File: src/rtl/tl_pkg.sv
`default_nettype none
// ============================================================================
// Module      : tl_pkg
// Description : Shared types and helpers for the multi-direction traffic
//               light controller (state encoding, dir-index width).
// Revision    : 1.0 - initial release
// ============================================================================
package tl_pkg;

    localparam int STATE_W = 2;

    typedef enum logic [STATE_W-1:0] {
        ALLRED = 2'd0,
        GREEN  = 2'd1,
        YELLOW = 2'd2
    } state_t;

    // Width of the approach index; never narrower than one bit.
    function automatic int dir_w(input int num_dir);
        return (num_dir <= 2) ? 1 : $clog2(num_dir);
    endfunction

endpackage
`default_nettype wire

File: src/rtl/tl_phase_timer.sv
`default_nettype none
// ============================================================================
// Module      : tl_phase_timer
// Description : Loadable down-counter for phase durations. Advances only on
//               enabled clocks, flags zero, and reports how many enabled
//               clocks have elapsed since the last load.
// Revision    : 1.0 - initial release
// ============================================================================
module tl_phase_timer
    import tl_pkg::*;
#(
    parameter int               CNT_W   = 8,
    parameter logic [CNT_W-1:0] RST_VAL = '0
) (
    input  logic             clk,
    input  logic             rst_n,
    input  logic             en,
    input  logic             load,
    input  logic [CNT_W-1:0] load_val,
    output logic [CNT_W-1:0] elapsed,
    output logic             zero
);

    logic [CNT_W-1:0] count;

    // Load on phase entry, otherwise count down toward zero while enabled.
    always_ff @(posedge clk or negedge rst_n) begin
        if (!rst_n) begin
            count   <= RST_VAL;
            elapsed <= '0;
        end else if (en) begin
            if (load) begin
                count   <= load_val;
                elapsed <= '0;
            end else if (count != '0) begin
                count   <= count - 1'b1;
                elapsed <= elapsed + 1'b1;
            end
        end
    end

    assign zero = (count == '0);

endmodule
`default_nettype wire

File: src/rtl/tl_multi_ctrl.sv
`default_nettype none
// ============================================================================
// Module      : tl_multi_ctrl
// Description : Multi-approach traffic-light controller. Cycles NUM_DIR
//               approaches through GREEN -> YELLOW -> ALLRED with per-phase
//               durations counted in en-qualified clocks. All lamp outputs
//               are registered Moore outputs.
//               Optional feature macro TL_PED_EN: pedestrian request
//               latching, walk lamps, request acknowledge and green
//               truncation. Without it ped_req is ignored and walk/ped_ack
//               stay low.
// Revision    : 1.0 - initial release
// ============================================================================
module tl_multi_ctrl
    import tl_pkg::*;
#(
    parameter int NUM_DIR    = 2,
    parameter int CNT_W      = 8,
    parameter int GREEN_CYC  = 20,
    parameter int YELLOW_CYC = 4,
    parameter int ALLRED_CYC = 2,
    parameter int MIN_GREEN  = 6
) (
    input  logic                      clk,
    input  logic                      res,
    input  logic                      en,
    input  logic [NUM_DIR-1:0]        ped_req,
    output logic [NUM_DIR-1:0]        green,
    output logic [NUM_DIR-1:0]        yellow,
    output logic [NUM_DIR-1:0]        red,
    output logic [NUM_DIR-1:0]        walk,
    output logic [NUM_DIR-1:0]        ped_ack,
    output logic [dir_w(NUM_DIR)-1:0] dir,
    output logic                      phase_done
);

    localparam int               DIR_W        = dir_w(NUM_DIR);
    localparam logic [CNT_W-1:0] GREEN_LD     = CNT_W'(GREEN_CYC - 1);
    localparam logic [CNT_W-1:0] YELLOW_LD    = CNT_W'(YELLOW_CYC - 1);
    localparam logic [CNT_W-1:0] ALLRED_LD    = CNT_W'(ALLRED_CYC - 1);
    localparam logic [CNT_W-1:0] MIN_GREEN_M1 = CNT_W'(MIN_GREEN - 1);
    localparam logic [DIR_W-1:0] DIR_LAST     = DIR_W'(NUM_DIR - 1);

    // Elaboration-time parameter range checks.
    generate
        if (NUM_DIR < 2 || NUM_DIR > 4) begin : g_chk_num_dir
            $error("tl_multi_ctrl: NUM_DIR must be in 2..4");
        end
        if (GREEN_CYC < 1 || GREEN_CYC > (1 << CNT_W)) begin : g_chk_green
            $error("tl_multi_ctrl: GREEN_CYC out of range");
        end
        if (YELLOW_CYC < 1 || YELLOW_CYC > (1 << CNT_W)) begin : g_chk_yellow
            $error("tl_multi_ctrl: YELLOW_CYC out of range");
        end
        if (ALLRED_CYC < 1 || ALLRED_CYC > (1 << CNT_W)) begin : g_chk_allred
            $error("tl_multi_ctrl: ALLRED_CYC out of range");
        end
        if (MIN_GREEN < 1 || MIN_GREEN > GREEN_CYC) begin : g_chk_min_green
            $error("tl_multi_ctrl: MIN_GREEN out of range");
        end
    endgenerate

    state_t             state;
    state_t             state_nxt;
    logic [DIR_W-1:0]   dir_nxt;
    logic               go;
    logic [CNT_W-1:0]   load_val;
    logic [CNT_W-1:0]   elapsed;
    logic               zero;
    logic               trunc;
    logic [NUM_DIR-1:0] cur_oh;
    logic [NUM_DIR-1:0] nxt_oh;
    logic [NUM_DIR-1:0] pending;
    logic [NUM_DIR-1:0] pending_nxt;
    logic [NUM_DIR-1:0] ack_nxt;
    logic [NUM_DIR-1:0] walk_nxt;
    logic [NUM_DIR-1:0] green_nxt;
    logic [NUM_DIR-1:0] yellow_nxt;
    logic               phase_done_nxt;

    tl_phase_timer #(
        .CNT_W   (CNT_W),
        .RST_VAL (ALLRED_LD)
    ) u_timer (
        .clk      (clk),
        .rst_n    (res),
        .en       (en),
        .load     (go),
        .load_val (load_val),
        .elapsed  (elapsed),
        .zero     (zero)
    );

    assign cur_oh = NUM_DIR'(1) << dir;
    assign nxt_oh = NUM_DIR'(1) << dir_nxt;

`ifdef TL_PED_EN
    logic enter_green;

    // Another approach waiting, and this green has run long enough.
    assign trunc       = (|(pending & ~cur_oh)) && (elapsed >= MIN_GREEN_M1);
    assign enter_green = go && (state == ALLRED);
    // A request already latched, or arriving on the entry clock, is granted.
    assign ack_nxt     = enter_green ? (nxt_oh & (pending | ped_req)) : '0;
    assign walk_nxt    = enter_green ? ack_nxt
                                     : ((state_nxt == GREEN) ? walk : '0);
    // The grant wins over a simultaneous re-request of the same approach.
    assign pending_nxt = (pending | ped_req) & ~ack_nxt;
`else
    logic unused_ped;

    assign trunc       = 1'b0;
    assign ack_nxt     = '0;
    assign walk_nxt    = '0;
    assign pending_nxt = '0;
    assign unused_ped  = ^{ped_req, elapsed, pending};
`endif

    // Next-state, next-dir and timer reload value.
    always_comb begin
        go        = 1'b0;
        state_nxt = state;
        dir_nxt   = dir;
        load_val  = ALLRED_LD;
        case (state)
            ALLRED:  go = zero;
            GREEN:   go = zero | trunc;
            YELLOW:  go = zero;
            default: go = 1'b1;
        endcase
        go = go & en;
        if (go) begin
            case (state)
                ALLRED: state_nxt = GREEN;
                GREEN:  state_nxt = YELLOW;
                default: begin
                    state_nxt = ALLRED;
                    dir_nxt   = (dir == DIR_LAST) ? '0 : dir + 1'b1;
                end
            endcase
        end
        case (state_nxt)
            GREEN:   load_val = GREEN_LD;
            YELLOW:  load_val = YELLOW_LD;
            default: load_val = ALLRED_LD;
        endcase
    end

    // Lamp values that go with the next state.
    always_comb begin
        green_nxt      = '0;
        yellow_nxt     = '0;
        phase_done_nxt = go && (state == YELLOW);
        if (state_nxt == GREEN) begin
            green_nxt = nxt_oh;
        end
        if (state_nxt == YELLOW) begin
            yellow_nxt = nxt_oh;
        end
    end

    // State register.
    always_ff @(posedge clk or negedge res) begin
        if (!res) begin
            state <= ALLRED;
            dir   <= '0;
        end else begin
            state <= state_nxt;
            dir   <= dir_nxt;
        end
    end

    // Registered outputs, updated on the same edge as the state register.
    always_ff @(posedge clk or negedge res) begin
        if (!res) begin
            green      <= '0;
            yellow     <= '0;
            red        <= '1;
            walk       <= '0;
            ped_ack    <= '0;
            phase_done <= 1'b0;
            pending    <= '0;
        end else begin
            green      <= green_nxt;
            yellow     <= yellow_nxt;
            red        <= ~(green_nxt | yellow_nxt);
            walk       <= walk_nxt;
            ped_ack    <= ack_nxt;
            phase_done <= phase_done_nxt;
            pending    <= pending_nxt;
        end
    end

endmodule
`default_nettype wire

File: config.mk
export PLATFORM = sky130hd
export DESIGN_NAME = tl_multi_ctrl
export DESIGN_NICKNAME = d
export VERILOG_FILES = /design/src/rtl/tl_pkg.sv /design/src/rtl/tl_phase_timer.sv /design/src/rtl/tl_multi_ctrl.sv
export SDC_FILE = /design/constraint.sdc
export NUM_CORES = 1
export LEC_CHECK = 0
export BUFFER_PORTS_ARGS = -buffer_cell sky130_fd_sc_hd__buf_2
export CORE_MARGIN = 3
export CORE_UTILIZATION = 48
export CTS_CLUSTER_SIZE = 28
export DETAILED_ROUTE_END_ITERATION = 8
export PLACE_DENSITY = 0.83
export SLEW_MARGIN = 20
export SYNTH_ARGS = -nofsm -noshare
export SYNTH_HDL_FRONTEND = slang
export SYNTH_SLANG_ARGS = --single-unit
export TNS_END_PERCENT = 5
File: constraint.sdc
create_clock -name clk -period 2.1 [get_ports clk]
set_input_delay 0.42 -clock clk [delete_from_list [all_inputs] [get_ports clk]]
set_output_delay 0.42 -clock clk [all_outputs]
set_load 0.005 [all_outputs]
After elaboration in Yosys (flattened, before gate mapping)
Cells that the tools add are included.
{"block": "word_totals", "in_bits": 5, "wordCells": 36, "regBits": 18, "out_inout_bits": 12}
{"block": "op_classes", "n_shift": 1, "n_eq_ne": 4, "addsub": 2, "n_bitwise": 3, "n_reduce_logical": 8, "muxes": 11}
{"operator": "8-bit 2-to-1 mux", "n": 2}
{"operator": "5-bit one-hot mux with 2 select lines", "n": 1}
{"operator": "8-bit zero test", "n": 1}
{"operator": "8-bit nonzero test", "n": 1}
{"operator": "8-bit by 1-bit subtractor with 8-bit output (second input constant)", "n": 1}
{"operator": "2-bit 2-to-1 mux", "n": 3}
{"operator": "2-bit by 1-bit equality test with 1-bit output (second input constant)", "n": 2}
{"operator": "2-bit equality test (second input constant)", "n": 2}
{"operator": "1-bit 2-to-1 mux", "n": 4}
{"operator": "2-bit one-hot mux with 2 select lines", "n": 1}
{"operator": "3-bit OR reduction", "n": 1}
{"operator": "2-bit zero test", "n": 1}
{"operator": "2-bit NOT", "n": 1}
{"operator": "2-bit bitwise OR", "n": 1}
{"operator": "2-bit AND reduction", "n": 1}
{"operator": "2-bit nonzero test", "n": 1}
{"operator": "2-bit OR reduction", "n": 1}
{"operator": "1-bit by 1-bit left shift with 2-bit output (first input constant)", "n": 1}
{"operator": "1-bit adder (second input constant)", "n": 1}
{"operator": "1-bit AND", "n": 1}
{"operator": "1-bit logical AND", "n": 1}

Logic depth before layout (Yosys ltp)
Gate-level depths: netlist of run 1.
{"block": "logic_depth", "word_depth": 9, "ltp_mapped": 9, "mapped_depth_nobuf": 9}

By module
From an unflattened synthesis of run 1, not the netlist that was laid out.
{"block": "hier_totals", "cells_unflattened": 157, "area_unflattened_um2": 1519.0}
{"module": "tl_phase_timer", "area_per_inst_um2": 950.9, "n_inst": 1, "cells_per_inst": 109}
{"module": "tl_multi_ctrl", "area_per_inst_um2": 568.0, "n_inst": 1, "cells_per_inst": 48}

Worst setup path after synthesis of run 1
No wires, ideal clock.
{"block": "synth_timing", "kind": "reg2reg", "startpoint": "reg u_timer.count[5]", "endpoint": "reg u_timer.count[1]", "stages_incl_launch_ff": 8, "path_buffers": 0, "slack_ns": -0.189, "arrival_time_ns": 2.210, "setup_time_ns": 0.079, "synth_period_minus_slack_ns": 2.289, "cell_sequence": "dfrtp_1 -> or4_4 -> nor3_2 -> nand2_1 -> o31ai_1 -> ha_1 -> mux2_4 -> mux2i_1"}
{"block": "synth_between", "elab_chain_cells": 7, "elab_cells_between_ends": 11}
{"element": "start: declaration", "line_no": "tl_phase_timer.sv:24", "rtl": "logic [CNT_W-1:0] count;"}
{"element": "start signal: assignment", "line_no": "tl_phase_timer.sv:33", "rtl": "count <= load_val;"}
{"element": "start signal: assignment", "line_no": "tl_phase_timer.sv:36", "rtl": "count <= count - 1'b1;"}
{"element": "8-bit zero test (*)", "line_no": "tl_phase_timer.sv:42", "rtl": "assign zero = (count == '0);"}
{"element": "1-bit 2-to-1 mux (*)", "line_no": "tl_multi_ctrl.sv:125", "rtl": "case (state)"}
{"element": "1-bit AND (*)", "line_no": "tl_multi_ctrl.sv:131", "rtl": "go = go & en;"}
{"element": "2-bit 2-to-1 mux (*)", "line_no": "tl_multi_ctrl.sv:132", "rtl": "if (go) begin"}
{"element": "named net state_nxt[0]", "line_no": "tl_multi_ctrl.sv:64", "rtl": "state_t state_nxt;"}
{"element": "2-bit equality test / 2-bit by 1-bit equality test with 1-bit output (equally long branches)", "line_no": "tl_multi_ctrl.sv:142", "rtl": "case (state_nxt)"}
{"element": "5-bit one-hot mux with 2 select lines (*)", "line_no": "tl_multi_ctrl.sv:142"}
{"element": "8-bit 2-to-1 mux (*)", "line_no": "tl_phase_timer.sv:32", "rtl": "if (load) begin"}
The timed path passes the listed nets; every way through them passes the cells marked *.
A chain may end at the register's enable or synchronous reset.

Final worst setup path of run 1
Same ends and word-level chain as after synthesis.

==> key figures, run 1 <==
Critical path
  – Crit path capture type: flip-flop
  – Setup Crit Path Kind: flip-flop to flip-flop
  – Delay-heaviest family, CP: simple AND/OR/NAND/NOR gates
  – Max stage delay on crit path: 0.56 ns
  – CP Max Fanout: 4
  – CP arrival: approximately 2.5 ns
  – Worst setup SP type: flip-flop
  – Critical Path Slowest Stage Cell: or4_4
  – Buf+Inv Stages, Crit Path: 0
  – Worst EP required: ~2.3 ns
  – Cells along the critical path: or4_4 > nor3_4 > a2bb2oi_2 > o31ai_4 > ha_1 > mux2_4 > mux2i_1

Status
  – Failing checks: negative setup slack
  – Status: complete, but fails checks

Power
  – Maximum vdd ir drop: 0.000641 V
  – LEAKAGE: 0.000534 uW
  – Pwr dens: 1120 nW/um^2

Clock tree
  – Clock sinks: 18
  – Clock root buffer master: clkbuf_4
  – Total CTS buffers: 3
  – Clock Path Buffers: 2
  – Reg clk slew, reported paths: ~0.09 ns
  – CTS tree: yes
  – Post-CTS Hold Buffers: 0
  – H-tree Lvls: 1
  – Latest clock arrival within the worst-skew pair: 0.29 ns
  – Total setup buffers inserted after CTS: 0

Detailed routing
  – ANT nets after route: 0
  – Total number of vias: 750
  – Initial DRT Pass Iterations: 4
  – Iteration-0 DRC Markers: 10
  – Residual DRC: 0
  – DR WL/cell: 13.2 um
  – Final WL: 1.84 mm
  – Vias per cell: 5.36

Cells and area
  – Final instance area: roughly 1200 sq um
  – N_diodes: 0
  – Share of cells above drive strength 1: 34.8%
  – Area grow syn2layout: 22.6%
  – Nets: 125
  – Final Non-Filler Cells: 140

STA
  – Final hold vios: 0
  – Final worst path period need: 2.27 ns
  – Slew margin rel.: about 54%
  – # setup viols final: 4
  – Hold Worst Slack: 0.0282 ns
  – Final Max Tran Viols: 0
  – Fin crit share: 108%
  – Fmax: 441 MHz
  – RSZ-0062 raised after global routing: true
  – Final WS setup: -0.168 ns
  – Clock skew: 0.000618 ns
  – Least-Margin Pin Slew: 0.675 ns

Logic synthesis
  – Sequential share of the synthesized area: between 40% and 50%
  – Yosys warnings: 0
  – Number of synthesized register bits: 18
  – Gate Count Post-Synth: 92
  – Mean Syn Cell Area: 10.4 sq um
  – Netlist cell types: 36
  – Async SR Flop Fraction: 100%
  – Synth Area in XOR/XNOR: 2.75%
  – Post-synthesis adder-cell area fraction: 5.23%
  – Mapped cell area: about 960 sq um
  – Top FF cell, synth: dfrtp_1
  – Post-synth EDFFs: 0
  – Simple-gate share of the synthesized area: 16.5%
  – Post-synthesis compound-gate area fraction: 17.8%
  – Main combinational cell family by area after synthesis: compound AO/OA/AOI/OAI gates
  – Post-synthesis mux area share: 3.66%

Placement
  – Placed cell count: 136
  – Detail Placement HPWL: 1.38 mm
  – RD Place Congestion: a little under 0.8
  – I/O Buffers: 10
  – Placed Area: ~1100 sq um

Flow run
  – Max_cap viols: 0

Min path
  – HP Class: input pin to async pin

Die
  – Die W: 50.7 um
  – # IOs: 17
  – Num rows: 15
  – Die area: 2570 sq um
  – DIE HEIGHT: between 50 and 60 um
  – Starting density of the core: 53.1%
  – Core Region: 1800 sq um

Global route
  – GRT Residual Overflow: 0
  – Largest net degree at the start of global routing: 19
  – Vias in the first global route: 729
  – Total Routing Usage GR: 16.6%
  – Initial antenna violation count: 0
  – First-pass GRT wire length: 3.19 mm
## layer usage
layer | track usage, % | share of wire [%] | up-vias
li1 | - | - | 363
met3 | 5.34 | 6.1 | 2
met5 | 0 | 0 | -
met2 | 28.3 | 50 | 31
met4 | 5.38 | 0.65 | 0
met1 | 19.8 | 44 | 354
## area by class of cell
type	count	area, sq um
clock buffer	4	36.3
fill	154	628
inverter	6	22.5
multi-input combinational	65	485
sequential	18	454
tap	25	31.3
timing repair buffer	22	144
## layout by cell type (no fill, tap or decap), types with 4 or more instances in the layout
cell type	netlist	final
dfrtp_1	15	15
buf_4	4	11
buf_2	0	10
nand2_1	7	6
a21oi_1	6	6
inv_1	5	5
o21ai_1	1	4
and2_1	4	4
nor2_1	4	4
conb_1	1	4
## power by group
group | internal, uW | total (uW) | leakage [uW] | switching (uW)
Combinational | 284 | 554 | 0.000298 | 270
Clock | 106 | 208 | 0.0000210 | 102
Sequential | 464 | 550 | 0.000215 | 86.6
## cell usage after synthesis, drive strengths merged (2+ instances only)
master	instances	area share [%]
a21o	2	1.6
dfstp	3	8.2
nand2b	2	1.3
nand2	7	2.7
o21ai	6	3.1
xor2	2	1.8
clkbuf	2	0.78
dfrtp	15	39
a2bb2oi	2	1.8
buf	4	3.1
nor3	3	2.1
ha	4	5.2
o31ai	3	3.8
mux2i	2	2.1
nor3b	2	1.6
and2	4	2.6
a21oi	6	3.1
inv	6	2.4
nor2	4	1.6
## flip-flops by register name, indices dropped and copies added, names as in the netlist
signal	flops
phase_done	1
red	2
u_timer.count	8
dir	1
state	2
yellow	2
green	2
## through the flow
stage	util, %	setup WS [ns]	setup TNS, ns	total power, uW
detailed placement	62.3	-0.132	-0.246	1100
global placement	62.3	-0.0929	-0.0929	1070
floorplan	-	-0.0702	-0.0702	889
CTS	64.4	-0.158	-0.174	1310
global route	65.1	-0.304	-1.03	1420
finish	65.1	-0.168	-0.268	1310
## repair_timing
action,in CTS,in global routing
resized for setup,2,4
pin swaps,1,0
cloned,0,0
setup endpoints to repair,6,8
## logic make-up after synthesis
logic type / after synthesis
AOI/OAI and AO/OA: 23
xor gates and xnor gates: 3
adders and majority gates: 4
buffers and inverters: 12
DFF: 18
muxes: 3
other: 1
and+or+nand+nor: 28
## path summary, 6_finish.rpt
kind                                                     end  slack [ns]                          from  cells past startpoint
worst max register to register  u_timer.count[1]$_DFFE_PN0P_       -0.17  u_timer.count[5]$_DFFE_PN0P_                      7
max in group asynchronous       u_timer.count[0]$_DFFE_PN1P_        1.76                           res                      1
min in group clk                u_timer.count[0]$_DFFE_PN1P_        0.47                            en                      2
worst max-delay path            u_timer.count[1]$_DFFE_PN0P_       -0.17  u_timer.count[5]$_DFFE_PN0P_                      7
worst min-delay path                      state[1]$_DFF_PN0_        0.03                           res                      1
worst min register to register  u_timer.count[0]$_DFFE_PN1P_        0.51  u_timer.count[0]$_DFFE_PN1P_                      2
(Power assumes the default switching activity.)
==> run 2: changes to the inputs <==
--- a/config.mk
+++ b/config.mk
@@ -7,5 +7,6 @@
 export LEC_CHECK = 0
 export BUFFER_PORTS_ARGS = -buffer_cell sky130_fd_sc_hd__buf_2
-export CORE_MARGIN = 3
+export CAP_MARGIN = 20
+export CORE_MARGIN = 1
 export CORE_UTILIZATION = 48
 export CTS_CLUSTER_SIZE = 28
==> constraint.sdc (replaced) <==
create_clock -name clk -period 2.1 [get_ports clk]
set_input_delay 0.42 -clock clk [delete_from_list [all_inputs] [get_ports clk]]
set_output_delay 0.42 -clock clk [all_outputs]
set_load 0.1 [all_outputs]
==> run 2 against run 1 <==
The flow still finishes with violations (negative setup slack); power up 19%; hold slack worse by 0.0037 ns; non-clock buffer count unchanged; sequential power down 1%; maximum frequency up 0.25%; critical endpoint unchanged; largest power group unchanged; highest routed layer unchanged.
==> key figures, run 2 (same netlist as run 1, synthesis figures left out) <==
Status
  – Status: complete, but fails checks
  – Failing checks: negative setup slack

Detailed routing
  – DR WL/cell: 12.6 um (-4.1%)
  – Residual DRC: 0 (unchanged)
  – Initial DRT Pass Iterations: 4 (unchanged)
  – Final WL: 1.77 mm (-4.1%)
  – Vias per cell: 5.49 (+2.4%)
  – Total number of vias: 768 (+2.4%)
  – ANT nets after route: 0 (unchanged)
  – Iteration-0 DRC Markers: 28 (+18)

Global route
  – First-pass GRT wire length: 2.88 mm (-9.5%)
  – Vias in the first global route: 659 (-9.6%)
  – Total Routing Usage GR: 19.9% (+3.3 points)
  – Initial antenna violation count: 0 (unchanged)
  – GRT Residual Overflow: 0 (unchanged)
  – Largest net degree at the start of global routing: 19 (unchanged)

Critical path
  – Worst EP required: 2.33 ns (about the same)
  – CP arrival: 2.49 ns (about the same)
  – Worst setup SP type: flip-flop
  – Crit path capture type: flip-flop
  – Setup Crit Path Kind: flip-flop to flip-flop
  – CP Max Fanout: 4 (unchanged)

Die
  – Die area: 2180 sq um (-15%)
  – Core Region: 1800 sq um (unchanged)
  – DIE HEIGHT: 46.7 um (-7.9%)
  – Starting density of the core: 53.1% (unchanged)
  – Num rows: 15 (unchanged)
  – Die W: 46.7 um (-7.9%)
  – # IOs: 17 (unchanged)

STA
  – Slew margin rel.: 60.8% (+6.4 points)
  – Final WS setup: -0.162 ns (+0.00576 ns)
  – Final hold vios: 0 (unchanged)
  – # setup viols final: 4 (unchanged)
  – Fmax: 442 MHz (+0.25%)
  – Final Max Tran Viols: 0 (unchanged)
  – Least-Margin Pin Slew: 0.580 ns (-0.0951 ns)
  – Final worst path period need: 2.26 ns (-0.00576 ns)
  – Clock skew: 0.00275 ns (+0.00213 ns)
  – Setup TNS: -0.250 ns (+0.0179 ns)
  – RSZ-0062 raised after global routing: true
  – Fin crit share: 108% (-0.27 points)

Power
  – Pwr dens: 1340 nW/um^2 (+20%)
  – LEAKAGE: 0.000531 uW (-0.58%)
  – Maximum vdd ir drop: 0.000730 V (+14%)

Cells and area
  – Share of cells above drive strength 1: 34.8% (unchanged)
  – Nets: 125 (unchanged)
  – Most frequent cells in the layout: dfrtp_1 (15), buf_4 (12), buf_2 (10)
  – Most flop-heavy register: u_timer.count
  – Area grow syn2layout: 21.3%
  – N_diodes: 0 (unchanged)
  – Number of flip-flops in the largest register: 8 (unchanged)
  – Most common cell after layout, fill and taps aside: dfrtp_1

Clock tree
  – Latest clock arrival within the worst-skew pair: 0.30 ns (about the same)
  – Clock root buffer master: clkbuf_4
  – CTS tree: yes
  – Post-CTS Hold Buffers: 0 (unchanged)
  – Total CTS buffers: 3 (unchanged)
  – Reg clk slew, reported paths: 0.11 ns (+0.02 ns)
  – Clock Path Buffers: 2 (unchanged)
  – H-tree Lvls: 1 (unchanged)
  – Clock sinks: 18 (unchanged)

Flow run
  – Max_cap viols: 0 (unchanged)

Min path
  – HP Class: input pin to async pin

Placement
  – I/O Buffers: 10 (unchanged)
  – Detail Placement HPWL: 1.27 mm (-8.0%)
  – Setup WS pre-CTS: -0.166 ns (-0.0342 ns)
  – RD Place Congestion: 0.801 (+2.2%)
## run 2: timing repair
item | CTS | global route
setup endpoints to repair | 6 | 8
buffers inserted | 0 | 0
pin swaps | 1 | 0
gates resized for setup | 1 | 2
## run 2: final cells by class
class,count,area [sq um]
fillers,155,641
inverters,6,22.5
multi-input cells,65,477
clock buffers,4,36.3
flip-flops and latches,18,454
repair buffers,22,140
well taps,25,31.3
## run 2: routing by layer
metal / GRT usage, % / vias to the layer above / wire length (um)
li1: - / 368 / -
met1: 24.2 / 366 / 790
met3: 3.53 / 4 / 93
met2: 31.7 / 30 / 847
met4: 13.7 / 0 / 34
met5: 0 / - / 0
## run 2: power breakdown
| part | switching, uW | total (uW) | internal [uW] |
|---|---|---|---|
| logic | 512 | 796 | 284 |
| registers | 79.3 | 543 | 463 |
| clock network | 114 | 219 | 106 |
| total | 705 | 1560 | 853 |
## run 2: worst paths after layout
path,start,end,slack [ns],cells after the start
max in group asynchronous,res,u_timer.count[0]$_DFFE_PN1P_,1.76,1
max,u_timer.count[5]$_DFFE_PN0P_,u_timer.count[1]$_DFFE_PN0P_,-0.16,7
min,res,yellow[1]$_DFF_PN0_,0.02,1
min in group clk,en,u_timer.count[0]$_DFFE_PN1P_,0.47,2
max reg2reg,u_timer.count[5]$_DFFE_PN0P_,u_timer.count[1]$_DFFE_PN0P_,-0.16,7
min reg2reg,u_timer.count[0]$_DFFE_PN1P_,u_timer.count[0]$_DFFE_PN1P_,0.51,2
## run 2: through the flow
step                      util (%)  cells  hold WS, ns  total power (uW)  instance area [sq um]
final                         64.4    140       0.0246              1560                   1160
after floorplan                  -     95        0.124              1140                    988
after CTS                     64.4    140       0.0288              1560                   1160
after global placement        62.3    136        0.360              1310                   1120
after global routing          64.4    140       0.0496              1650                   1160
after detailed placement      62.3    136        0.364              1340                   1120
## run 2: critical path, cell delays in order (launching register included)
cell     delay [ns]
dfrtp_1        0.39
or4_4          0.57
nor3_4         0.23
nand2_2        0.11
o31ai_2        0.23
ha_1           0.28
mux2_4         0.25
mux2i_1        0.13
==> run 3: changes to the inputs <==
PLACE_DENSITY = 0.73   (was 0.83)
==> run 3 against run 2 <==
The flow still finishes with violations (negative setup slack); design area rose by 0.65%; maximum frequency increased by 0.82%; non-clock buffer count is 1 higher; sequential share of layout area fell by 0.25 points; final cell count grew 0.71%; flip-flop and latch count stayed put; power down 0.33%; critical endpoint unchanged.
==> key figures, run 3 (same netlist as run 1, synthesis figures left out) <==
STA
  – Final WS setup: -0.144 ns (+0.0184 ns)
  – Least-Margin Pin Slew: 0.585 ns (+0.00511 ns)
  – Clock skew: 0.0163 ns (+0.0135 ns)
  – Setup TNS: -0.177 ns (+0.0730 ns)
  – Slew margin rel.: 60.5% (-0.35 points)
  – Fin crit share: 107% (-0.88 points)
  – Fmax: 446 MHz (+0.82%)
  – Final worst path period need: 2.24 ns (-0.0184 ns)
  – # setup viols final: 3 (-1)
  – Final Max Tran Viols: 0 (unchanged)
  – Final hold vios: 0 (unchanged)
  – RSZ-0062 raised after global routing: true
  – Hold Worst Slack: 0.0148 ns (-0.00976 ns)

Cells and area
  – Number of flip-flops in the largest register: 8 (unchanged)
  – Filler cells: 151 (-2.6%)
  – Most flop-heavy register: u_timer.count
  – Final Util: 64.9% (+0.42 points)
  – Final instance area: 1170 sq um (+0.65%)
  – Most frequent cells in the layout: dfrtp_1 (15), buf_4 (13), buf_2 (10)
  – Most common cell after layout, fill and taps aside: dfrtp_1
  – N_diodes: 0 (unchanged)
  – Nets: 126 (+0.80%)
  – Area grow syn2layout: 22.1%
  – Share of cells above drive strength 1: 35.3% (+0.56 points)

Die
  – Starting density of the core: 53.1% (unchanged)
  – Core Region: 1800 sq um (unchanged)
  – # IOs: 17 (unchanged)
  – Die area: 2180 sq um (unchanged)
  – DIE HEIGHT: 46.7 um (unchanged)
  – Die W: 46.7 um (unchanged)
  – Num rows: 15 (unchanged)

Global route
  – Total Routing Usage GR: 20.1% (+0.18 points)
  – Largest net degree at the start of global routing: 19 (unchanged)
  – Initial antenna violation count: 0 (unchanged)
  – Vias in the first global route: 737 (+12%)
  – First-pass GRT wire length: 3.02 mm (+4.5%)
  – GRT Residual Overflow: 0 (unchanged)

Detailed routing
  – Initial DRT Pass Iterations: 4 (unchanged)
  – Top sig layer: met4
  – Final WL: 1.74 mm (-1.5%)
  – Total number of vias: 735 (-4.3%)
  – Met2 WL: 878 um (+3.7%)
  – M1 WL: 763 um (-3.4%)
  – DR WL/cell: 12.3 um (-2.2%)
  – Met3 wire len: 83 um (-11%)
  – Residual DRC: 0 (unchanged)
  – Iteration-0 DRC Markers: 15 (-46%)
  – Vias per cell: 5.21 (-5.0%)
  – ANT nets after route: 0 (unchanged)

Clock tree
  – Latest clock arrival within the worst-skew pair: 0.30 ns (about the same)
  – Total setup buffers inserted after CTS: 0 (unchanged)
  – H-tree Lvls: 1 (unchanged)
  – Clock Path Buffers: 2 (unchanged)
  – Total CTS buffers: 3 (unchanged)
  – Reg clk slew, reported paths: 0.11 ns (about the same)
  – CTS tree: yes
  – Clock sinks: 18 (unchanged)
  – Clock root buffer master: clkbuf_4

Power
  – Pwr dens: 1330 nW/um^2 (-0.97%)
  – Maximum vdd ir drop: 0.000610 V (-16%)
  – LEAKAGE: 0.000536 uW (+0.93%)

Min path
  – HP Class: input pin to async pin

Flow run
  – Max_cap viols: 0 (unchanged)

Critical path
  – Buf+Inv Stages, Crit Path: 0 (unchanged)
  – Delay-heaviest family, CP: simple AND/OR/NAND/NOR gates
  – Worst R2R Setup Slack: -0.14 ns (+0.02 ns)
  – R2R cell count: 7 (unchanged)
  – R2r startpoint: u_timer.count[5]$_DFFE_PN0P_
  – Max stage delay on crit path: 0.56 ns (about the same)
  – Setup Crit Path Kind: flip-flop to flip-flop
  – Cells along the critical path: or4_4 > nor3_4 > nand2_2 > o31ai_2 > ha_1 > mux2_4 > mux2i_1
  – CP Max Fanout: 4 (unchanged)
  – Critical Path Slowest Stage Cell: or4_4
  – Crit path capture type: flip-flop
  – Worst EP required: 2.34 ns (about the same)
  – Worst setup SP type: flip-flop
  – CP arrival: 2.48 ns (about the same)
  – Worst R2R End: u_timer.count[1]$_DFFE_PN0P_

Placement
  – I/O Buffers: 10 (unchanged)
  – Detail Placement HPWL: 1.29 mm (+1.6%)
  – Placed Area: 1130 sq um (+0.67%)
  – Setup WS pre-CTS: -0.123 ns (+0.0439 ns)
  – RD Place Congestion: 0.764 (-4.7%)

Status
  – Status: complete, but fails checks
  – Failing checks: negative setup slack
run 3: cell types whose count changed in the layout (fill, tap and decap cells not counted):
cell | previous run | this run
o21ai_1 | 3 | 4
buf_4 | 12 | 13
o21ai_0 | 3 | 2
run 3: worst register-to-register path, cell delays in order (launching register included):
cell,delay (ns)
dfrtp_1,0.39
or4_4,0.56
nor3_4,0.22
nand2_2,0.11
o31ai_2,0.23
ha_1,0.28
mux2_4,0.26
mux2i_1,0.13
run 3: what timing repair did:
action                                  CTS  global route
endpoints found under the setup margin    6             8
hold buffers                              0             0
gates resized for setup                   3             1
pin swaps                                 1             0
endpoints found under the hold margin     0             0
run 3: report_power, final:
group	leakage (uW)	internal (uW)	switching [uW]	total, uW
clock network	0.0000210	106	110	216
logic	0.000300	284	505	790
registers	0.000215	464	83.5	547
total	0.000536	853	699	1550
run 3: worst max path at each step:
stage,start,endpoint,slack [ns],cells after the start
finish,u_timer.count[5]$_DFFE_PN0P_,u_timer.count[1]$_DFFE_PN0P_,-0.14,7
global route,u_timer.count[5]$_DFFE_PN0P_,u_timer.count[1]$_DFFE_PN0P_,-0.24,7
CTS,u_timer.count[5]$_DFFE_PN0P_,u_timer.count[1]$_DFFE_PN0P_,-0.16,7
detailed placement,u_timer.count[5]$_DFFE_PN0P_,u_timer.count[1]$_DFFE_PN0P_,-0.12,7
global placement,u_timer.count[5]$_DFFE_PN0P_,u_timer.count[1]$_DFFE_PN0P_,-0.09,7
floorplan,u_timer.count[5]$_DFFE_PN0P_,u_timer.count[1]$_DFFE_PN0P_,-0.07,7
run 3: layout make-up:
type                            count  area [sq um]  share of cell area, %
Sequential cell                    18           454                   38.9
Inverter                            6          22.5                   1.93
Clock buffer                        4          36.3                   3.10
Timing Repair Buffer               23           148                   12.6
Tap cell                           25          31.3                   2.68
Multi-Input combinational cell     65           477                   40.8
run 3: layer usage:
| layer | vias to the layer above | track usage, % |
|---|---|---|
| met2 | 19 | 33.9 |
| met3 | 2 | 8.24 |
| met1 | 353 | 22.2 |
| li1 | 361 | - |
| met4 | 0 | 8.00 |
| met5 | - | 0 |
run 3: stage by stage:
step,cells,total power (uW)
floorplan,95,1140
global placement,137,1320
detailed placement,137,1340
CTS,141,1560
global route,141,1660
finish,141,1550
